## src/rtl/booth_mac_ctrl.sv

```systemverilog
// Sequencer and burst accumulator around a 16x16 sequential Booth multiplier.
// Issues one multiply per accepted operand pair and reports the signed sum of each burst.
module booth_mac_ctrl #(
    parameter int unsigned ACC_W   = 40,
    parameter int unsigned TIMEOUT = 63,
    parameter int unsigned CNT_W   = 8
) (
    input  logic             clk,
    input  logic             rst,
    input  logic             in_valid,
    output logic             in_ready,
    input  logic [15:0]      in_x,
    input  logic [15:0]      in_y,
    input  logic             in_last,
    output logic             mul_start,
    output logic [15:0]      mul_x,
    output logic [15:0]      mul_y,
    input  logic             mul_busy,
    input  logic [31:0]      mul_z,
    output logic             out_valid,
    input  logic             out_ready,
    output logic [ACC_W-1:0] out_acc,
    output logic [CNT_W-1:0] out_count,
    output logic             out_ovf,
    output logic             err_timeout
);

    localparam int unsigned PROD_W = 32;
    localparam int unsigned WD_W   = (TIMEOUT > 0) ? $clog2(TIMEOUT + 1) : 1;
    localparam logic [WD_W-1:0] WD_MAX = WD_W'(TIMEOUT);

    typedef enum logic [2:0] {
        IDLE,
        ISSUE,
        WAIT_HI,
        WAIT_LO,
        ACCUM,
        OUTPUT
    } state_t;

    state_t                    state;
    logic [WD_W-1:0]           wd;
    logic signed [PROD_W-1:0]  prod;
    logic                      last_r;
    logic signed [ACC_W-1:0]   acc;
    logic [CNT_W-1:0]          count;
    logic                      ovf;

    logic signed [ACC_W-1:0]   prod_ext;
    logic signed [ACC_W-1:0]   sum;
    logic                      ovf_next;
    logic [CNT_W-1:0]          count_next;

    // Start must coincide with the ISSUE cycle in which the multiplier is seen idle.
    assign mul_start = (state == ISSUE) && !mul_busy;

    // Next accumulator, sticky signed-overflow and saturating product count.
    always_comb begin
        prod_ext   = ACC_W'(prod);
        sum        = acc + prod_ext;
        ovf_next   = ovf | ((acc[ACC_W-1] == prod_ext[ACC_W-1]) &&
                            (sum[ACC_W-1] != acc[ACC_W-1]));
        count_next = (&count) ? count : count + CNT_W'(1);
    end

    always_ff @(posedge clk or posedge rst) begin
        if (rst) begin
            state       <= IDLE;
            in_ready    <= 1'b0;
            mul_x       <= '0;
            mul_y       <= '0;
            out_valid   <= 1'b0;
            out_acc     <= '0;
            out_count   <= '0;
            out_ovf     <= 1'b0;
            err_timeout <= 1'b0;
            wd          <= '0;
            prod        <= '0;
            last_r      <= 1'b0;
            acc         <= '0;
            count       <= '0;
            ovf         <= 1'b0;
        end else begin
            case (state)
                IDLE: begin
                    in_ready <= 1'b1;
                    if (in_valid && in_ready) begin
                        mul_x    <= in_x;
                        mul_y    <= in_y;
                        last_r   <= in_last;
                        in_ready <= 1'b0;
                        state    <= ISSUE;
                    end
                end
                ISSUE: begin
                    // A multiply still running from before reset holds us here.
                    if (!mul_busy) begin
                        wd    <= '0;
                        state <= WAIT_HI;
                    end
                end
                WAIT_HI: begin
                    if (mul_busy) begin
                        wd    <= '0;
                        state <= WAIT_LO;
                    end else if (wd == WD_MAX) begin
                        err_timeout <= 1'b1;
                        prod        <= '0;
                        state       <= ACCUM;
                    end else begin
                        wd <= wd + WD_W'(1);
                    end
                end
                WAIT_LO: begin
                    if (!mul_busy) begin
                        prod  <= mul_z;
                        state <= ACCUM;
                    end else if (wd == WD_MAX) begin
                        err_timeout <= 1'b1;
                        prod        <= '0;
                        state       <= ACCUM;
                    end else begin
                        wd <= wd + WD_W'(1);
                    end
                end
                ACCUM: begin
                    acc   <= sum;
                    count <= count_next;
                    ovf   <= ovf_next;
                    if (last_r) begin
                        out_acc   <= sum;
                        out_count <= count_next;
                        out_ovf   <= ovf_next;
                        out_valid <= 1'b1;
                        state     <= OUTPUT;
                    end else begin
                        in_ready <= 1'b1;
                        state    <= IDLE;
                    end
                end
                OUTPUT: begin
                    if (out_ready) begin
                        out_valid <= 1'b0;
                        acc       <= '0;
                        count     <= '0;
                        ovf       <= 1'b0;
                        in_ready  <= 1'b1;
                        state     <= IDLE;
                    end
                end
                default: state <= IDLE;
            endcase
        end
    end

endmodule

```

## config.mk

```make
export PLATFORM = sky130hd
export DESIGN_NAME = booth_mac_ctrl
export DESIGN_NICKNAME = d
export VERILOG_FILES = /design/src/rtl/booth_mac_ctrl.sv
export SDC_FILE = /design/constraint.sdc
export NUM_CORES = 1
export LEC_CHECK = 0
export ABC_AREA = 1
export BUFFER_PORTS_ARGS = -buffer_cell sky130_fd_sc_hd__clkbuf_2
export CORE_MARGIN = 4
export CORE_UTILIZATION = 50
export DETAILED_ROUTE_END_ITERATION = 8
export PLACE_DENSITY = 0.71
export SKIP_LAST_GASP = 1
export SLEW_MARGIN = 30
export SYNTH_ARGS = -nofsm -noshare
export SYNTH_HDL_FRONTEND = slang
export SYNTH_SLANG_ARGS = --single-unit
```

## constraint.sdc

```tcl
create_clock -name clk -period 10.9 [get_ports clk]
set_clock_uncertainty 0.2 [all_clocks]
set_input_delay 0.545 -clock clk [delete_from_list [all_inputs] [get_ports clk]]
set_output_delay 0.545 -clock clk [all_outputs]
set_load 0.05 [all_outputs]
```

==> summary.md <==
| Metric | Value |
|---|---|
| Status | completed |
| Leak | 6.35 nW |
| Psw | 2.12 mW |
| Clk network pwr share | 15.8% |
| Syn Area/Cell | 7.51 sq um |
| Synthesized flop and latch total | 175 |
| Routed WL | 25800 um |
| Sequential fraction of the synthesis area | 45.2% |
| Setup TNS Final | 0 ps |
| Post-Syn Nets | 1402 |
| Slew @ Worst Pin | 714 ps |
| R2r setup slk | 8090 ps |
| Average wire per standard cell | 15.1 um |
| Synth top cells by count | nand2_1 (496), dfrtp_1 (175), inv_1 (126) |
| Clk sinks | 175 |
| Slowest CP cell | inv_2 |
| Max-cap violations | 0 |
| DRC Markers | 0 |
| Total GRT Usage | 24.0% |
| RSZ-0062 raised after global routing | no |
| Reg clk slew, reported paths | 80 ps |
| Final Hold Fails | 0 |
| Crit-path leading delay family | buffers and inverters |
| DR vias/cell | 5.18 |
| Internal power | 1.95 mW |
| Pwr Density | 359 mW/mm^2 |
| Fin crit share | 25.8% |
| Core Rows | 50 |
| Iteration-0 DRC Markers | 625 |
| CTS tree | built |
| Maximum clock rate | 0.356 GHz |
| Final ANT Viol Nets | 0 |
| Flop pwr share | 27.7% |
| HPWL Detailed | 19100 um |
| Resized Gates After CTS | 0 |
| Worst VDD drop | 0.186 mV |
| Worst min path class | in2async |
| Worst setup path end | state[0]$_DFFE_PP0P_ |
| DP Worst Slack | 8100 ps |
| Yosys warns | 0 |
| Inserted Diodes | 0 |
| Nets@finish | 1551 |
| Ys flop type | dfrtp_1 |
| Worst path cell trace | nor2_2 > inv_1 > nor2_2 > buf_4 > nand2_2 > buf_4 > inv_2 > nor3_1 > o21ai_0 |
| FFs w/ async S/R, synth | 100% |
| TritonRoute pass-1 iters | 7 |
| Rel. slew slack | 52.4% |
| TritonCTS buffer count | 17 |
| Hold-fix buffers, CTS | 0 |
| Switching part of the total power | 52.1% |
| Filler cells | 1768 |
| Worst setup margin | 8090 ps |
| Core area | 0.0189 sq mm |
| Starting Density | 51.3% |
| Post-synthesis cell count | 1290 |
| Leading area contributor after synthesis | dfrtp_1 |
| CP endpoint kind | flop |
| Clock Tree Buf Depth | 2 |
| Root buffer cell | clkbuf_16 |
| Width of the chip | 147 um |
| Storage cell area | 0.00438 sq mm |
| Max-slew violations | 0 |
| R2R cell count | 9 |
| Via Count | 8863 |
| Post-CTS setup buffers | 0 |
| Global route overflow | 0 |
| Setup CP Type | reg2reg |
| Multi-input gate area | 0.00468 sq mm |
| Mapped Area | 0.00969 sq mm |
| Worst Path Required | 11060 ps |
| Top-Level Pins | 155 |
| Met1 wire length | 11700 um |
| Worst Setup SP | state[0]$_DFFE_PP0P_ |
| I/O Buffers | 154 |
| Clk_lat worst skew | 440 ps |
| Global-route wire length before repair | 42600 um |
| Routed wl met2 | 12200 um |
| Synth area leaders | dfrtp_1 (45%), nand2_1 (19%), ha_1 (5.3%), inv_1 (4.9%), nand3_1 (4.5%) |
| DIE AREA | 0.0217 sq mm |
| CP arrival | 2970 ps |
| Number of enable flip-flop cells after synthesis | 0 |
| H-tree depth | 4 |
| Most numerous cell in the Yosys netlist | nand2_1 |
| Period minus WS final | 2810 ps |
| Initial antenna violation count | 0 |
| WL met3 | 1500 um |
| CP peak stage delay | 580 ps |
| R2r endpoint | state[0]$_DFFE_PP0P_ |
| Gate power share | 56.6% |
| Crit Reg-Reg Startpoint | state[0]$_DFFE_PP0P_ |
| Post-synth top area share | 45.2% |
| Area Growth Syn to Fin | 17.0% |
| Buffers & Inverters on Critical Path | 4 |
| Layout cells sized above 1 | 14.7% |
| Endpoints failing setup | 0 |
| Pin count of the biggest net entering global routing | 104 |
| Vias in the first global route | 8627 |
| Count of cell types in the netlist | 35 |
| Top routing layer in use | met4 |
| CP Launch Type | flop |
| Crit Path Max Fanout | 72 |
| GPL Wtd Cong | 0.971 |
| Die height | 147 um |
| Total stage count of the critical path | 9 |
-- area by class of cell --
cell class | count | share of cell area, %
flip-flops and latches | 175 | 38.6
clock inverters | 15 | 1.88
clock buffers | 17 | 3.75
inverters | 131 | 4.40
multi-input cells | 954 | 41.3
well taps | 260 | 2.87
repair buffers | 160 | 7.23
-- registers in the layout (all words and copies together), names as in the netlist --
name	cells
acc	40
count	8
err_timeout	1
in_ready	1
last_r	1
mul_x	16
mul_y	16
out_acc	40
out_count	8
out_ovf	1
out_valid	1
ovf	1
prod	32
state	3
wd	6
-- layer usage --
layer	up-vias	global-route usage (%)
met5	-	0
met4	0	5.64
met3	30	4.69
met2	262	39.7
met1	4123	32.8
li1	4448	-
-- through the flow --
stage	power (mW)	cell area [sq um]	hold slack [ps]	util, %	std cells
floorplan	2.84	9690	242	-	1290
global placement	3.39	10700	254	56.6	1680
detailed placement	3.42	10700	258	56.6	1680
CTS	4.08	11300	81.2	60.0	1712
global route	4.39	11300	84.9	60.0	1712
finish	4.07	11300	30.4	60.0	1712
-- cells in the final DEF, fill, tap and decap left out, drive strengths merged --
master   netlist  routed
a211oi         1       1
a21o           3       3
a21oi         50      50
a22o          35      35
a31oi          1       1
buf           16       6
bufinv         0       1
clkbuf        14     171
clkinv         1       8
dfrtp        175     175
fa             1       1
ha            41      41
inv          130     137
nand2        497     497
nand3         89      89
nand3b         5       5
nand4         13      13
nor2         102     102
nor3           7       7
nor4           1       1
o2111ai        1       1
o211ai         2       2
o21a           1       1
o21ai         66      66
o21bai         5       5
o22ai          7       7
or2            5       5
xnor2         10      10
xor2          11      11
-- logic make-up after synthesis --
| family | share of synthesized area, % |
|---|---|
| adders and majority gates | 5.50 |
| DFF | 45.2 |
| buffers and inverters | 6.60 |
| and+or+nand+nor | 30.1 |
| AOI/OAI and AO/OA | 10.7 |
| xor gates and xnor gates | 1.90 |
-- worst min path at each step --
stage / start / depth (start not counted) / to
after floorplan: last_r$_DFFE_PP0P_ / 2 / last_r$_DFFE_PP0P_
after CTS: in_y[4] / 3 / mul_y[4]$_DFFE_PP0P_
after detailed placement: mul_x[12]$_DFFE_PP0P_ / 2 / mul_x[12]$_DFFE_PP0P_
after global routing: rst / 2 / mul_y[4]$_DFFE_PP0P_
after global placement: mul_y[4]$_DFFE_PP0P_ / 2 / mul_y[4]$_DFFE_PP0P_
final: rst / 2 / mul_y[6]$_DFFE_PP0P_
-- power by group through the flow --
stage	Sequential, mW	Combinational, mW	Clock [mW]
finish	1.13	2.30	0.641
global route	1.16	2.54	0.684
CTS	1.13	2.30	0.654
detailed placement	1.13	2.29	0
global placement	1.13	2.26	0
floorplan	1.53	1.31	0
Note: power is estimated with default switching activity, not from simulation.
